`src/rtl/csa_design_if.sv`:
```
// Operand/result bundle for the registered carry-select adder.
// The master drives the operands and the carry-in. The slave (the adder)
// returns the registered sum and carry-out.
interface csa_design_if #(
    parameter int WIDTH = 4
);
    logic [WIDTH-1:0] a;
    logic [WIDTH-1:0] b;
    logic             cin;
    logic [WIDTH-1:0] sum;
    logic             cout;

    modport master (output a, output b, output cin, input sum, input cout);
    modport slave  (input a, input b, input cin, output sum, output cout);
endinterface

```
`src/rtl/csa_design.sv`:
```
// Registered carry-select adder: {cout,sum} <= a + b + cin, one cycle latency.
// Block 0 is a single ripple adder fed by cin. Every higher block computes
// two ripple results, one for carry-in 0 and one for carry-in 1. The carry
// out of the block below then selects between those two results.
// There is no handshake: new operands are accepted on every clock edge.
module csa_design #(
    parameter int WIDTH = 4,
    parameter int BLOCK = 2
) (
    input  logic         clk,
    input  logic         rst,
    csa_design_if.slave  bus
);
    localparam int NB = (BLOCK > 0) ? (WIDTH / BLOCK) : 1;

    // Reject block sizes that do not tile the operand width.
    if (BLOCK < 1 || WIDTH < 1 || (WIDTH % BLOCK) != 0) begin : g_bad_param
        $error("csa_design: WIDTH must be a nonzero multiple of BLOCK");
    end

    logic [WIDTH-1:0] a_in;
    logic [WIDTH-1:0] b_in;
    logic [WIDTH-1:0] sum_core;
    logic [NB:0]      blk_c;      // blk_c[k] is the carry into block k

    assign a_in     = bus.a;
    assign b_in     = bus.b;
    assign blk_c[0] = bus.cin;

    for (genvar k = 0; k < NB; k++) begin : g_blk
        logic [BLOCK-1:0] s0;
        logic [BLOCK-1:0] s1;
        logic             c0;
        logic             c1;

        if (k == 0) begin : g_first
            // Single ripple chain fed directly by the external carry-in.
            always_comb begin
                logic r;
                r  = blk_c[0];
                s0 = '0;
                for (int i = 0; i < BLOCK; i++) begin
                    s0[i] = a_in[i] ^ b_in[i] ^ r;
                    r     = (a_in[i] & b_in[i]) | (r & (a_in[i] ^ b_in[i]));
                end
                c0 = r;
            end
            assign s1        = s0;
            assign c1        = c0;
            assign sum_core[BLOCK-1:0] = s0;
            assign blk_c[1]  = c0;
        end else begin : g_sel
            // Two speculative ripple chains, one per possible carry-in.
            always_comb begin
                logic r0;
                logic r1;
                logic ai;
                logic bi;
                r0 = 1'b0;
                r1 = 1'b1;
                s0 = '0;
                s1 = '0;
                for (int i = 0; i < BLOCK; i++) begin
                    ai    = a_in[k*BLOCK + i];
                    bi    = b_in[k*BLOCK + i];
                    s0[i] = ai ^ bi ^ r0;
                    s1[i] = ai ^ bi ^ r1;
                    r0    = (ai & bi) | (r0 & (ai ^ bi));
                    r1    = (ai & bi) | (r1 & (ai ^ bi));
                end
                c0 = r0;
                c1 = r1;
            end
            assign sum_core[k*BLOCK +: BLOCK] = blk_c[k] ? s1 : s0;
            assign blk_c[k+1]                 = blk_c[k] ? c1 : c0;
        end
    end

    logic [WIDTH-1:0] sum_d;
    logic [WIDTH-1:0] sum_q;
    logic             cout_d;
    logic             cout_q;

    // Next-state values: cleared under reset, otherwise the core result.
    always_comb begin
        sum_d  = sum_core;
        cout_d = blk_c[NB];
        if (rst) begin
            sum_d  = '0;
            cout_d = 1'b0;
        end
    end

    // Output register stage.
    always_ff @(posedge clk) begin
        sum_q  <= sum_d;
        cout_q <= cout_d;
    end

    assign bus.sum  = sum_q;
    assign bus.cout = cout_q;
endmodule

```
`src/flat_wrapper.sv`:
```
// flat-port wrapper written by rule: the top's interface ports become plain ports
module csa_design_flat 
#(
    parameter int WIDTH = 4,
    parameter int BLOCK = 2
)
  (clk, rst, bus_a, bus_b, bus_cin, bus_sum, bus_cout);
  csa_design_if #(.WIDTH(WIDTH)) bus_i ();
  input  logic clk;
  input  logic rst;
  input wire logic [$bits(bus_i.a)-1:0] bus_a;
  input wire logic [$bits(bus_i.b)-1:0] bus_b;
  input wire logic [$bits(bus_i.cin)-1:0] bus_cin;
  output wire logic [$bits(bus_i.sum)-1:0] bus_sum;
  output wire logic [$bits(bus_i.cout)-1:0] bus_cout;
  assign bus_i.a = bus_a;
  assign bus_i.b = bus_b;
  assign bus_i.cin = bus_cin;
  assign bus_sum = bus_i.sum;
  assign bus_cout = bus_i.cout;
  csa_design #(.WIDTH(WIDTH), .BLOCK(BLOCK)) u_core (.clk(clk), .rst(rst), .bus(bus_i));
endmodule
```
`config.mk`:
```
export PLATFORM = sky130hd
export DESIGN_NAME = csa_design_flat
export DESIGN_NICKNAME = d
export VERILOG_FILES = /design/src/rtl/csa_design_if.sv /design/src/rtl/csa_design.sv /design/src/flat_wrapper.sv
export SDC_FILE = /design/constraint.sdc
export NUM_CORES = 1
export LEC_CHECK = 0
export ABC_AREA = 1
export ABC_CLOCK_PERIOD_IN_PS = 2000
export CORE_AREA = 2 2 39 41
export CTS_CLUSTER_DIAMETER = 150
export DETAILED_ROUTE_END_ITERATION = 16
export DIE_AREA = 0 0 41 43
export SLEW_MARGIN = 20
export SYNTH_ARGS = -nofsm -noshare
export SYNTH_HDL_FRONTEND = slang
export SYNTH_SLANG_ARGS = --single-unit
```
`constraint.sdc`:
```
create_clock -name clk -period 2 [get_ports clk]
set_clock_uncertainty 0.2 [all_clocks]
set_input_delay 0.4 -clock clk [delete_from_list [all_inputs] [get_ports clk]]
set_output_delay 0.4 -clock clk [all_outputs]
set_load 0.03 [all_outputs]
```
==> flow_summary.ini, run 1 <==
[timing]
period_minus_slack_ns = 1.945
worst_slew_pin_slew_ns = 0.3021
timing.final.ws_setup_ns = 0.05450
slew_headroom_pct = 79.80
min_period_over_period_pct = 97.27
maxSlewViolCount = 0
fmax_ghz = 0.5140
hold_viol_final = 0
setup_violations = 0
rsz0062_at_grt = false

[setup_path]
cp.depth = 9
cp_common_cell = fa_2
path_class = in2reg
crit_family = adder cells
crit_fanout = 3
endpoint_kind = flop
critPathMaxStageDelay_ns = 0.50
required_ns = 1.93
startpoint = bus_cin
crit_chain = buf_2, inv_12, fa_2, inv_2, fa_2, nand2_2, o21ai_2, fa_1, nor2_1
slowest_stage = fa_1
worst-path-buf-inv = 3
crit_path_start_kind = input port
cp.arrival_ns = 1.88

[finish]
instances_no_fill = 66
fill_cells = 155
antennaDiodeCount = 0
mostFrequentLayoutCell = clkdlybuf4s50_1
drive_gt1_share_pct = 30.00
nets = 67
final_cell_mix = 11 x clkdlybuf4s50_1, 6 x inv_1, 6 x nor2_1
synthToLayoutAreaGrowth_pct = 84.21

[route]
viasPerCell = 3.545
drt_iter0_markers = 2
first_pass_iters = 4
antenna_left = 0
routedWlPerCell_um = 6.636
drc_errors = 0
wl_um = 438
vias = 234

[worst_hold_path]
min_path_cells = 4
min_path_type = in2reg
hold_start = bus_b[0]

[run_status]
status = finished, final reports clean

[grt]
grt_pass1_wl_um = 717
grt_usage_pct = 6.935
antenna_found_initial = 0
grt_pass1_vias = 203
grt_overflow = 0
grt_max_degree = 6

[pwr]
power_density_nw_per_um2 = 692.6
p_int_mw = 0.2369
pwr-share-seq_pct = 34.0
power.switching_mw = 0.09680
p_clk_share_pct = 35.3
ir_worst_vdd_mv = 0.1143
p_comb_share_pct = 30.7
p_sw_share_pct = 29.01
power_mw = 0.3336
p_leak_nw = 0.2390

[yosys]
synthMuxAreaShare_pct = 0
synthXorXnorAreaFrac_pct = 0
synth_top_family_by_area = adder cells
synthesis.nets = 46
yosysSeqAreaShare_pct = 38.28
synth_fa_ha_area_share_pct = 32.54
postSynthCellCount = 30
synth.distinct_cells = 7
synth_seq_cells = 5
synth_compound_area_share_pct = 1.914
syn_avg_cell_area_um2 = 8.717
synthesis.area_um2 = 261.5
yosysWarnings = 0
yosys.area_share.simple_pct = 12.92

[clocking]
cts.clk_slew.worst_paths_ns = 0.04
cts_sinks = 5
cts_tree = built
cts_buffer_depth = 2
cts-buffers-inserted = 3
h-tree-depth = 1
cts-root-buf = clkbuf_4

[flow_run]
cap_viol_max_count = 0

[floorplanning]
core_um2 = 1384
die_h_um = 43
io_pins = 16
die_w_um = 41
die_area_um2 = 1763
rows = 14
start_util_pct = 18.90

[placement]
io_buffers = 15
hpwl_um = 370.4
gp_congestion = 0.6048
place_inst = 62
post-place-ws_ns = -0.6525
==> synthesized netlist by cell type <==
cell type   n  area [um2]
o21ai_0     1       5.000
inv_1      10       37.54
dfxtp_1     5       100.1
nand2_1     3       11.26
nor2_1      6       22.52
fa_1        3       60.06
ha_1        2       25.02
==> state kept, by name (all words and copies together), names as in the netlist <==
name	count
u_core.bus.cout	1
u_core.bus.sum	4
==> worst min-delay path, cell delays in order <==
cell and delay, ns:
clkbuf_2 0.09, inv_2 0.04, fa_2 0.18, nor2_1 0.04
==> layer usage <==
layer	wire (um)	vias to the layer above	GRT usage, %	part of all wire, %
met5	0	-	0	0
met4	25	0	12.00	5.7
met3	33	4	1.571	7.5
met2	245	10	8.750	56
met1	133	99	6.452	30
li1	-	121	-	-
==> final cells by class <==
cell class	count	area [um2]	share of cell area (%)
repair buffers	16	145.1	30.13
multi-input cells	15	135.1	28.05
flip-flops and latches	5	100.1	20.78
inverters	10	55.05	11.43
clock buffers	4	26.28	5.455
well taps	16	20.02	4.156
==> cells by family after synthesis <==
logic type | count (synthesis)
and+or+nand+nor | 9
adders and majority gates | 5
DFF | 5
buffers and inverters | 10
AOI/OAI and AO/OA | 1
==> power groups by stage <==
stage	clock [mW]	sequential [mW]	combinational [mW]
after floorplan	0	0.139	0.0312
after global placement	0	0.115	0.105
after detailed placement	0	0.115	0.106
after CTS	0.122	0.114	0.104
after global routing	0.133	0.115	0.114
final	0.118	0.114	0.102
==> repair_timing <==
item	CTS	global route
pin swaps	4	4
endpoints found under the setup margin	4	1
resized for setup	7	5
hold buffers	0	0
setup buffers	0	0
gates cloned	0	0
==> path summary, 6_finish.rpt <==
check	endpoint
setup / recovery	u_core.bus.sum[3]
hold / removal	u_core.bus.sum[0]
==> through the flow <==
stage               utilization [%]  setup TNS [ns]  cell area [um2]  hold WS [ns]
CTS                           35.08               0            485.5        0.4282
global placement              33.63          -1.788            465.4        0.8322
floorplan                         -      -0.0006168            287.8        0.2667
detailed placement            33.63          -1.818            465.4        0.8349
finish                        34.81               0            481.7        0.3563
global route                  34.81               0            481.7        0.3844
Power figures use the tool's default switching activity.
==> inputs of run 2 (changes only) <==
Settings changed: CORE_AREA 2 2 39 41 to 5 5 42 44, DIE_AREA 0 0 41 43 to 0 0 47 49.
==> run 2 against run 1 <==
Net effect: sequential share of layout area down 0.53 points; via count down 1.7%; design area up 2.6%; flip-flop and latch count unchanged; non-clock buffer count unchanged; first-iteration DRC count down 100%; setup slack worse by 0.013 ns; utilization up 0.46 points; wire length up 7.1%; total power up 0.55%; clock-buffer cell count unchanged; critical endpoint unchanged; largest power group unchanged.
==> flow_summary.ini, run 2 (synthesis gave the netlist of run 1 again) <==
[flow_run]
cap_viol_max_count = 0

[pwr]
power_mw = 0.3355
ir_worst_vdd_mv = 0.1472
p_int_mw = 0.2398
pwr-share-seq_pct = 33.8
p_leak_nw = 0.2431
p_clk_share_pct = 34.7
power.switching_mw = 0.09571
p_sw_share_pct = 28.53
power_density_nw_per_um2 = 678.8
p_comb_share_pct = 31.5

[floorplanning]
io_pins = 16
start_util_pct = 18.66
die_w_um = 47
rows = 14
die_area_um2 = 2303
core_um2 = 1401
die_h_um = 49

[finish]
antennaDiodeCount = 0
mostFrequentLayoutCell = clkdlybuf4s50_1
finalInstanceArea_um2 = 494.2
drive_gt1_share_pct = 30.00
fill_cells = 163
nets = 67
synthToLayoutAreaGrowth_pct = 89.00
final_cell_mix = 11 x clkdlybuf4s50_1, 6 x inv_1, 6 x nor2_1
largest_reg_flops = 4

[clocking]
cts_sinks = 5
cts_buffer_depth = 2
cts.clk_slew.worst_paths_ns = 0.04
cts_tree = built
cts-buffers-inserted = 3
h-tree-depth = 1
cts_hold_buf = 0
cts-root-buf = clkbuf_4
post_cts_buffers = 0

[setup_path]
critPathMaxStageDelay_ns = 0.50
crit_path_start_kind = input port
crit_chain = clkdlybuf4s50_1, fa_2, nand2_2, o21ai_2, fa_1, nor2_1
path_class = in2reg
crit_family = adder cells
worst-path-buf-inv = 1
slowest_stage = fa_1
required_ns = 1.93
cp.arrival_ns = 1.89
endpoint_kind = flop
crit_fanout = 3

[route]
viasPerCell = 3.485
first_pass_iters = 1
drt_iter0_markers = 0
routedWlPerCell_um = 7.106
vias = 230
antenna_left = 0
drc_errors = 0
wl_um = 469

[timing]
worst_slew_pin_slew_ns = 0.3043
maxSlewViolCount = 0
period_minus_slack_ns = 1.959
setup_violations = 0
fmax_ghz = 0.5106
slew_headroom_pct = 79.65
min_period_over_period_pct = 97.93
hold_viol_final = 0
rsz0062_at_grt = false

[run_status]
status = finished, final reports clean

[placement]
dpl_cell_area_um2 = 465.4
gp_congestion = 0.6133
io_buffers = 15
hpwl_um = 418

[grt]
grt_max_degree = 6
grt_pass1_vias = 194
grt_pass1_wl_um = 724
grt_usage_pct = 4.735
antenna_found_initial = 0
grt_overflow = 0

[worst_hold_path]
min_to = u_core.bus.sum[0]
hold_start = bus_b[0]
min_path_type = in2reg
min_path_cells = 4
-- run 2: changes by cell type in the layout (fill, tap and decap cells not counted), sizes merged --
cell / before / now
buf: 2 / 3
clkbuf: 6 / 5
-- run 2: routing by layer --
metal	vias to the layer above	GRT usage, %	routed length (um)	part of all wire (%)
li1	122	-	-	-
met1	100	4.667	144	31
met2	8	7.014	265	57
met3	0	1.107	59	13
met4	0	5.530	0	0
met5	-	0	0	0
-- run 2: metrics by stage --
| step | std cells | util [%] | setup WS (ns) | TNS [ns] | hold WS (ns) |
|---|---|---|---|---|---|
| 6_report | 66 | 35.27 | 0.04143 | 0 | 0.3489 |
| 5_1_grt | 66 | 35.27 | 0.005924 | 0 | 0.3620 |
| 4_1_cts | 66 | 34.82 | 0.01717 | 0 | 0.4241 |
| 3_5_place_dp | 62 | 33.21 | -0.6820 | -1.868 | 0.8367 |
| 3_3_place_gp | 62 | 33.21 | -0.6362 | -1.775 | 0.8256 |
| 2_1_floorplan | 30 | - | -0.0006168 | -0.0006168 | 0.2667 |
-- run 2: power by group through the flow --
stage / registers, mW / clock network, mW / logic (mW)
2_1_floorplan: 0.139 / 0 / 0.0312
3_3_place_gp: 0.115 / 0 / 0.106
3_5_place_dp: 0.115 / 0 / 0.107
4_1_cts: 0.113 / 0.122 / 0.105
5_1_grt: 0.114 / 0.123 / 0.117
6_report: 0.113 / 0.116 / 0.106
-- run 2: area by class of cell --
type / count / area [um2] / share of cell area (%)
multi-input combinational: 15 / 135.1 / 27.34
sequential: 5 / 100.1 / 20.25
tap: 16 / 20.02 / 4.051
inverter: 10 / 55.05 / 11.14
clock buffer: 4 / 26.28 / 5.316
timing repair buffer: 16 / 157.7 / 31.90
-- run 2: how the worst max path moves through the flow --
stage / depth (start not counted) / to / startpoint / slack, ns
after global routing: 6 / u_core.bus.sum[3] / bus_b[1] / 0.006
after floorplan: 8 / u_core.bus.sum[3] / bus_cin / -0.0006
after global placement: 9 / u_core.bus.sum[3] / bus_cin / -0.64
after CTS: 9 / u_core.bus.sum[3] / bus_b[0] / 0.02
final: 6 / u_core.bus.sum[3] / bus_b[1] / 0.04
after detailed placement: 9 / u_core.bus.sum[3] / bus_cin / -0.68
-- run 2: what timing repair did --
| action | in CTS | in global routing |
|---|---|---|
| endpoints found under the setup margin | 4 | 1 |
| resized for setup | 9 | 10 |
| pin swaps | 5 | 5 |
==> inputs of run 3 (changes only) <==
--- a/constraint.sdc
+++ b/constraint.sdc
@@ -4,2 +4,2 @@
 set_output_delay 0.4 -clock clk [all_outputs]
-set_load 0.03 [all_outputs]
+set_load 0.01 [all_outputs]
==> results of run 3 <==
The final DEF is identical to that of run 2. Status: finished, final reports clean.
Among the figures that moved: total power 0.3355 mW -> 0.3187 mW; worst IR drop on VDD 0.1472 mV -> 0.1404 mV
